$ cat src/rtl/spi_mem_slave.sv
// SPI mode-0 memory slave: a header of ADDR_W address bits plus an R/W bit
// opens an auto-incrementing burst into an internal single-port memory.
// All SPI pins are synchronised into the clk domain and edge-detected there.
module spi_mem_slave #(
  parameter int DATA_W      = 8,
  parameter int ADDR_W      = 7,
  parameter int SYNC_STAGES = 2
) (
  input  logic clk,
  input  logic reset,
  input  logic sclk,
  input  logic cs_n,
  input  logic mosi,
  output logic miso,
  output logic miso_oe,
  output logic busy,
  output logic wr_strobe,
  output logic frame_err
);

  // The R/W bit is consumed live, so the shifter only has to hold ADDR_W
  // header bits or one full data word.
  localparam int SH_W  = (DATA_W > ADDR_W) ? DATA_W : ADDR_W;
  localparam int CNT_W = $clog2(SH_W + 1);
  localparam int DEPTH = 1 << ADDR_W;

  typedef enum logic [2:0] {
    IDLE, HDR, RD_LOAD, RD_SHIFT, WR_SHIFT, WR_STORE
  } state_t;

  logic [SYNC_STAGES-1:0] sclk_sync_q, sclk_sync_d;
  logic [SYNC_STAGES-1:0] cs_sync_q, cs_sync_d;
  logic [SYNC_STAGES-1:0] mosi_sync_q, mosi_sync_d;
  logic [SYNC_STAGES-1:0] vld_pipe_q, vld_pipe_d;
  logic                   sclk_prev_q, sclk_prev_d;
  logic                   cs_prev_q, cs_prev_d;
  logic                   armed_q, armed_d;

  state_t                 state_q, state_d;
  logic [CNT_W-1:0]       cnt_q, cnt_d;
  logic [SH_W-1:0]        sh_q, sh_d;
  logic [ADDR_W-1:0]      addr_q, addr_d;
  logic                   miso_q, miso_d;
  logic                   miso_oe_q, miso_oe_d;
  logic                   ferr_q, ferr_d;
  logic                   stop_q, stop_d;

  logic [DATA_W-1:0]      mem [DEPTH];
  logic [DATA_W-1:0]      rd_data;

  logic sclk_s, cs_s, mosi_s;
  logic sclk_rise, sclk_fall, cs_fall, cs_rise;
  logic wr_done;

  // Synchroniser shift, edge history and arming after reset.
  // vld_pipe tracks when the reset values have been flushed out of the
  // chains; armed only rises once a genuine high cs_n has been seen, so a
  // cs_n already low at reset release never opens a transaction.
  always_comb begin
    sclk_sync_d = {sclk_sync_q[SYNC_STAGES-2:0], sclk};
    cs_sync_d   = {cs_sync_q[SYNC_STAGES-2:0], cs_n};
    mosi_sync_d = {mosi_sync_q[SYNC_STAGES-2:0], mosi};
    vld_pipe_d  = {vld_pipe_q[SYNC_STAGES-2:0], 1'b1};
    sclk_s      = sclk_sync_q[SYNC_STAGES-1];
    cs_s        = cs_sync_q[SYNC_STAGES-1];
    mosi_s      = mosi_sync_q[SYNC_STAGES-1];
    sclk_prev_d = sclk_s;
    cs_prev_d   = cs_s;
    armed_d     = armed_q | (vld_pipe_q[SYNC_STAGES-1] & cs_s);
    sclk_rise   = sclk_s & ~sclk_prev_q;
    sclk_fall   = ~sclk_s & sclk_prev_q;
    cs_fall     = armed_q & cs_prev_q & ~cs_s;
    cs_rise     = cs_s & ~cs_prev_q;
  end

  // Next-state and datapath: header decode, read prefetch, write collect.
  always_comb begin
    state_d   = state_q;
    cnt_d     = cnt_q;
    sh_d      = sh_q;
    addr_d    = addr_q;
    miso_d    = miso_q;
    miso_oe_d = miso_oe_q;
    ferr_d    = 1'b0;
    stop_d    = stop_q;
    wr_done   = (state_q == WR_SHIFT) && sclk_rise && (cnt_q == CNT_W'(DATA_W - 1));
    case (state_q)
      IDLE: begin
        miso_d    = 1'b0;
        miso_oe_d = 1'b0;
        stop_d    = 1'b0;
        if (cs_fall) begin
          state_d = HDR;
          cnt_d   = '0;
          sh_d    = '0;
        end
      end
      HDR: begin
        if (sclk_rise) begin
          sh_d = {sh_q[SH_W-2:0], mosi_s};
          if (cnt_q == CNT_W'(ADDR_W)) begin
            cnt_d   = '0;
            addr_d  = sh_q[ADDR_W-1:0];
            state_d = mosi_s ? RD_LOAD : WR_SHIFT;
          end else begin
            cnt_d = cnt_q + 1'b1;
          end
        end
      end
      RD_LOAD: begin
        // rd_data was fetched from addr_d on the edge that entered here
        sh_d    = SH_W'(rd_data);
        state_d = RD_SHIFT;
      end
      RD_SHIFT: begin
        if (sclk_fall) begin
          miso_d    = sh_q[DATA_W-1];
          miso_oe_d = 1'b1;
          sh_d      = sh_q << 1;
        end
        if (sclk_rise) begin
          if (cnt_q == CNT_W'(DATA_W - 1)) begin
            cnt_d   = '0;
            addr_d  = addr_q + 1'b1;
            state_d = RD_LOAD;
          end else begin
            cnt_d = cnt_q + 1'b1;
          end
        end
      end
      WR_SHIFT: begin
        if (sclk_rise) begin
          sh_d = {sh_q[SH_W-2:0], mosi_s};
          if (wr_done) begin
            cnt_d   = '0;
            state_d = WR_STORE;
          end else begin
            cnt_d = cnt_q + 1'b1;
          end
        end
      end
      WR_STORE: begin
        addr_d  = addr_q + 1'b1;
        state_d = stop_q ? IDLE : WR_SHIFT;
      end
      default: state_d = IDLE;
    endcase
    // Deselect wins everywhere, except that a word completed on the same
    // clk is still committed through WR_STORE before going idle.
    if (cs_rise && (state_q != IDLE)) begin
      miso_d    = 1'b0;
      miso_oe_d = 1'b0;
      if (wr_done) begin
        stop_d = 1'b1;
      end else begin
        state_d = IDLE;
        if ((state_q == WR_SHIFT) && ((cnt_q != '0) || sclk_rise))
          ferr_d = 1'b1;
      end
    end
  end

  // State and synchroniser registers with asynchronous reset.
  always_ff @(posedge clk or posedge reset) begin
    if (reset) begin
      sclk_sync_q <= '0;
      cs_sync_q   <= '1;
      mosi_sync_q <= '0;
      vld_pipe_q  <= '0;
      sclk_prev_q <= 1'b0;
      cs_prev_q   <= 1'b1;
      armed_q     <= 1'b0;
      state_q     <= IDLE;
      cnt_q       <= '0;
      sh_q        <= '0;
      addr_q      <= '0;
      miso_q      <= 1'b0;
      miso_oe_q   <= 1'b0;
      ferr_q      <= 1'b0;
      stop_q      <= 1'b0;
    end else begin
      sclk_sync_q <= sclk_sync_d;
      cs_sync_q   <= cs_sync_d;
      mosi_sync_q <= mosi_sync_d;
      vld_pipe_q  <= vld_pipe_d;
      sclk_prev_q <= sclk_prev_d;
      cs_prev_q   <= cs_prev_d;
      armed_q     <= armed_d;
      state_q     <= state_d;
      cnt_q       <= cnt_d;
      sh_q        <= sh_d;
      addr_q      <= addr_d;
      miso_q      <= miso_d;
      miso_oe_q   <= miso_oe_d;
      ferr_q      <= ferr_d;
      stop_q      <= stop_d;
    end
  end

  // Single-port memory, deliberately outside reset so contents survive it.
  always_ff @(posedge clk) begin
    if (state_q == WR_STORE)
      mem[addr_q] <= sh_q[DATA_W-1:0];
    rd_data <= mem[addr_d];
  end

  assign miso      = miso_q & miso_oe_q;
  assign miso_oe   = miso_oe_q;
  assign busy      = (state_q != IDLE);
  assign wr_strobe = (state_q == WR_STORE);
  assign frame_err = ferr_q;

endmodule

$ cat config.mk
export PLATFORM = sky130hd
export DESIGN_NAME = spi_mem_slave
export DESIGN_NICKNAME = d
export VERILOG_FILES = /design/src/rtl/spi_mem_slave.sv
export SDC_FILE = /design/constraint.sdc
export NUM_CORES = 1
export LEC_CHECK = 0
export CAP_MARGIN = 40
export CORE_ASPECT_RATIO = 1.25
export CORE_MARGIN = 1.5
export CORE_UTILIZATION = 35
export DETAILED_ROUTE_END_ITERATION = 10
export PLACE_DENSITY_LB_ADDON = 0.25
export REMOVE_ABC_BUFFERS = 1
export SLEW_MARGIN = 20
export SYNTH_ARGS = -nofsm -noshare
export SYNTH_HDL_FRONTEND = slang
export SYNTH_SLANG_ARGS = --single-unit
$ cat constraint.sdc
create_clock -name clk -period 6.4 [get_ports clk]
set_input_delay 1.92 -clock clk [delete_from_list [all_inputs] [get_ports clk]]
set_output_delay 1.92 -clock clk [all_outputs]
set_load 0.05 [all_outputs]
==> results of run 1 <==
-- per-stage QoR --
stage	cell area [µm²]	TNS [ps]	setup slack [ps]	total power, mW	std cells
2_1_floorplan	42200	-193070	-21540	8.29	3130
3_3_place_gp	45000	0	1080	8.51	4811
3_5_place_dp	45300	0	1320	8.54	4843
4_1_cts	48700	0	1300	14.6	5033
5_1_grt	48900	0	956	14.9	5055
6_report	48900	0	1190	14.5	5055
-- area by class of cell --
type | instances | area [µm²]
multi-input cells | 2040 | 10400
well taps | 1606 | 2010
fillers | 11500 | 74000
repair buffers | 129 | 1170
clock inverters | 64 | 704
inverters | 21 | 96.3
flip-flops and latches | 1069 | 31900
clock buffers | 126 | 2670
-- Yosys cell counts (12+ instances only) --
cell type | n | area, µm²
a21oi_1 | 231 | 1160
a22oi_1 | 62 | 465
a31oi_1 | 30 | 188
and3_1 | 52 | 325
buf_1 | 27 | 101
buf_2 | 100 | 500
buf_4 | 12 | 90.1
clkbuf_1 | 74 | 278
dfrtp_1 | 34 | 851
edfxtp_1 | 1024 | 30700
inv_1 | 19 | 71.3
mux2i_1 | 61 | 611
nand2_1 | 830 | 3120
nand3_1 | 309 | 1550
nor2_1 | 151 | 567
nor4_1 | 16 | 100
o211ai_1 | 13 | 97.6
o21ai_0 | 39 | 195
o22a_1 | 18 | 158
o22ai_1 | 48 | 300
-- state kept, by name, indices dropped and copies added, names as in the netlist --
name / flops
armed_q: 1
cnt_q: 4
sclk_sync_q: 2
stop_q: 1
miso_oe: 1
state_q: 3
mosi_sync_q: 2
addr_q: 7
cs_prev_q: 1
vld_pipe_q: 2
cs_sync_q: 2
mem: 1024
rd_data: 8
sh_q: 8
sclk_prev_q: 1
frame_err: 1
miso_q: 1
-- metal layers --
layer  wire, µm  up-vias
met1      52600    13900
met5          0        -
met4       3970        0
li1           -    12400
met3       6230      165
met2      59900      877
-- power by group --
| part | total (mW) | switching, mW | internal [mW] | leakage (nW) |
|---|---|---|---|---|
| clock | 6.13 | 2.69 | 3.44 | 1.65 |
| combinational | 0.370 | 0.299 | 0.0706 | 5.10 |
| sequential | 8.01 | 0.140 | 7.87 | 9.65 |
| total | 14.5 | 3.13 | 11.4 | 16.4 |
-- final timing paths --
path	cells past startpoint	endpoint	from	slack [ps]
max	11	rd_data[3]	state_q[0]	1190
min	0	vld_pipe_q[1]	vld_pipe_q[0]	350
max reg2reg	11	rd_data[3]	state_q[0]	1190
min reg2reg	0	vld_pipe_q[1]	vld_pipe_q[0]	350
max in group asynchronous	3	sh_q[1]	reset	4080
min in group asynchronous	2	sclk_sync_q[1]	reset	1530
-- worst reg2reg max path, cell delays in order (launching register included) --
cell and delay, ps:
dfrtp_1 870, and3b_1 370, o211ai_2 210, o211ai_4 450, buf_4 430, buf_12 480, nand2_1 420, nand3_1 160
a21oi_1 140, o41a_1 540, a2111oi_1 770, and4_1 320
-- kinds of logic (layout without fill, tap and decap cells) --
kind of cell,after synthesis,after routing,synth area share
simple gates,1427,1427,0.142
flops,1069,1069,0.736
compound gates,545,545,0.0810
buf+inv,237,340,0.0251
mux,64,64,0.0149
fa+ha+maj,3,3,0.000868
other cells,1,1,0.0000867
==> results.yml, run 1 <==
worst_setup_path:
  crit_family: "compound AO/OA/AOI/OAI gates"
  crit_path_max_fanout: 150
  cp.arrival_ps: 5860
  end_kind: "flip-flop"
  max_stage_delay_ps: 870
  path_cells: "and3b_1, o211ai_2, o211ai_4, buf_4, buf_12, nand2_1, nand3_1, a21oi_1, o41a_1, a2111oi_1, and4_1"
  cp_num_buf_inv: 2
  cp.required_ps: 7050
  crit_path_start_kind: "flip-flop"
  cp_slowest_cell: "dfrtp_1"
  crit_type: "reg -> reg"
clock_tree:
  cts_resized: 0
  clock_sinks: 1069
  clkLatencyLatePin_ps: 720
  htreeDepth: 3
  cts_buffers: 102
  clockBufferDepth: 3
  postCtsHoldBufs: 0
  cts-root-buf: "clkbuf_16"
  path_clk_slew_ps: 60
  cts_tree: "done"
  cts_setup_buffers: 0
layout:
  layout-drive-gt1-share: 0.0870
  mostFrequentLayoutCell: "edfxtp_1"
  layout.nets: 3371
  area_growth_pct: 13.1
  final_cell_mix: "1024 x edfxtp_1, 830 x nand2_1, 309 x nand3_1, 231 x a21oi_1, 151 x nor2_1"
  n_antenna_cell: 0
  fin_util: 0.398
logic_synthesis:
  async_flop_share: 0.0346
  synth.cell_area_mm2: 0.0432
  synth_cell_type_count: 74
  ys_ff_latch: 1069
  synth-edff-count: 1024
  synthFlopType: "edfxtp_1"
  ys_warn_count: 0
  syn_inst: 3346
  syn_avg_cell_area_um2: 12.9
  seq_area_frac_synth: 0.736
routing:
  drt-total-wl_um: 123000
  drc: 0
  drtPass1Iterations: 6
  vias: 27400
  wl_per_cell_um: 24.3
  via_per_inst: 5.42
  drtIter0Drc: 2805
  ant_nets: 0
die:
  rows: 144
  core-area_mm2: 0.123
  fp.dieW_um: 317
  dieHeight_um: 396
  io_pins: 10
  die_area_mm2: 0.126
  start_util: 0.352
sta:
  fmax_mhz: 192
  fin_skew_ps: 31.4
  drv_slew: 0
  tightest_slew_ps: 941
  setup_viol: 0
  whs_ps: 349
  hold_viol: 0
  rsz0062_at_grt: "false"
  relSlewSlack: 0.373
  finalCritPeriodShare: 0.814
  fin_crit_ps: 5210
grt:
  grt_pass1_vias: 26300
  grt_use_met1: 0.260
  antenna_found_initial: 1
  grt_pass1_wl_um: 181000
  overflow: 0
  grt_util_met3: 0.0194
  grt_start_max_net_pins: 151
  track_usage: 0.192
  met2_usage: 0.322
  grt.busiest_layer: "met2"
pwr:
  vdd_ir_drop_max_mv: 0.243
  p_per_area_mw_per_mm2: 297
  p_leak_nw: 16.4
outcome:
  status: "finished, final reports clean"
hold_path:
  hold_path.class: "reg -> reg"
placed_design:
  portBuffers: 9
  place.gp.congestion: 0.855
  dpl.hpwl_um: 74200
flow_run:
  drv_cap: 0
Note: power is estimated with default switching activity, not from simulation.
==> run 2, diff against run 1 <==
- clock period: 6.4 -> 5.3 ns (I/O delays scaled with it)
==> run 2 against run 1 <==
  * Clock skew is 5.9 ps lower
  * Final cell count rose by 0.24%
  * Count of clock-buffer cells in the layout rose by 6
  * Critical endpoint is now rd_data[0]
==> results.yml, run 2 (synthesized netlist as in run 1, its figures left out) <==
outcome:
  status: "finished, final reports clean"
clock_tree:
  cts_buffers: 100
  clock_sinks: 1069
  path_clk_slew_ps: 70
  cts_setup_buffers: 0
  clockBufferDepth: 3
  cts-root-buf: "clkbuf_16"
  htreeDepth: 3
  clkLatencyLatePin_ps: 710
  cts_tree: "done"
  cts_resized: 0
  postCtsHoldBufs: 0
die:
  fp.dieW_um: 317
  io_pins: 10
  rows: 144
  core-area_mm2: 0.123
  start_util: 0.352
  die_area_mm2: 0.126
  dieHeight_um: 396
grt:
  antenna_found_initial: 0
  grt_pass1_wl_um: 179000
  grt_pass1_vias: 26200
  overflow: 0
  grt_start_max_net_pins: 195
  track_usage: 0.190
worst_setup_path:
  cp_slowest_cell: "dfrtp_1"
  cp_num_buf_inv: 2
  crit_family: "compound AO/OA/AOI/OAI gates"
  path_cells: "and3b_1, o211ai_2, o211ai_4, buf_12, buf_4, nand2_1, and3_1, a31oi_1, o22ai_1, a2111oi_1, and4_1"
  crit_type: "reg -> reg"
  crit_path_start_kind: "flip-flop"
  crit_path_max_fanout: 131
  cp.required_ps: 5950
  max_stage_delay_ps: 850
  end_kind: "flip-flop"
  cp.arrival_ps: 5490
placed_design:
  portBuffers: 9
  place.gp.congestion: 0.866
  place_inst: 4858
  dpl.hpwl_um: 72500
  place_ws_ps: 514
  dpl_cell_area_mm2: 0.0455
routing:
  drtIter0Drc: 2738
  ant_nets: 0
  vias: 27300
  drc: 0
  via_per_inst: 5.39
  wl_per_cell_um: 24.1
  drtPass1Iterations: 6
  drt-total-wl_um: 122000
sta:
  fmax_mhz: 207
  fin_skew_ps: 25.5
  fin_crit_ps: 4830
  relSlewSlack: 0.237
  setup_ws_ps: 466
  tightest_slew_ps: 1140
  rsz0062_at_grt: "false"
  whs_ps: 351
  hold_viol: 0
  setup_viol: 0
  drv_slew: 0
  finalCritPeriodShare: 0.912
layout:
  final_cell_mix: "1024 x edfxtp_1, 830 x nand2_1, 309 x nand3_1, 231 x a21oi_1, 151 x nor2_1"
  layout.nets: 3385
  top_register: "mem"
  mostFrequentLayoutCell: "edfxtp_1"
  final_cells: 5067
  layout-drive-gt1-share: 0.0876
  top_regs: "mem: 1024 flops, rd_data: 8 flops, sh_q: 8 flops"
  largest_reg_flops: 1024
  area_growth_pct: 13.0
  finalInstanceArea_mm2: 0.0488
  n_fill_cell: 11500
pwr:
  power_mw: 17.1
  p_leak_nw: 16.4
  p_per_area_mw_per_mm2: 350
  vdd_ir_drop_max_mv: 0.257
flow_run:
  drv_cap: 0
hold_path:
  hold_path.class: "reg -> reg"
## run 2: changes by cell type in the layout (fill, tap and decap cells not counted), sizes merged
cell / change
clkinvlp: -2
bufinv: -6
dlymetal6s2s: -1
clkinv: -4
clkbuf: +5
diode: +2
buf: +18
## run 2: final cells by class
cell class | count | area, µm² | area share
timing repair buffer | 145 | 1390 | 0.0285
inverter | 21 | 96.3 | 0.00197
sequential | 1069 | 31900 | 0.652
clock buffer | 132 | 2710 | 0.0556
multi-input combinational | 2040 | 10400 | 0.212
tap | 1606 | 2010 | 0.0411
clock inverter | 52 | 403 | 0.00825
antenna | 2 | 5.00 | 0.000102
## run 2: final timing paths
check / start / endpoint / slack [ps] / cells after the start
max: state_q[0] / rd_data[0] / 470 / 11
min: mosi_sync_q[0] / mosi_sync_q[1] / 350 / 0
max reg2reg: state_q[0] / rd_data[0] / 470 / 11
min reg2reg: mosi_sync_q[0] / mosi_sync_q[1] / 350 / 0
max in group asynchronous: reset / sh_q[2] / 3590 / 3
min in group asynchronous: reset / sclk_sync_q[0] / 1320 / 3
## run 2: layer usage
layer / GRT usage / vias up / wire length, µm
li1: - / 12500 / -
met1: 0.254 / 13800 / 51800
met2: 0.319 / 869 / 59700
met3: 0.0244 / 178 / 6730
met4: 0.0693 / 0 / 3830
met5: 0 / - / 0
## run 2: through the flow
step,TNS (ps),utilization
global placement,0,0.368
detailed placement,0,0.370
CTS,0,0.396
floorplan,-204070,-
global route,0,0.397
finish,0,0.398
## run 2: report_power, final
group | total (mW) | internal (mW) | switching, mW
combinational | 0.521 | 0.0983 | 0.423
sequential | 9.62 | 9.51 | 0.109
clock | 6.97 | 3.84 | 3.13
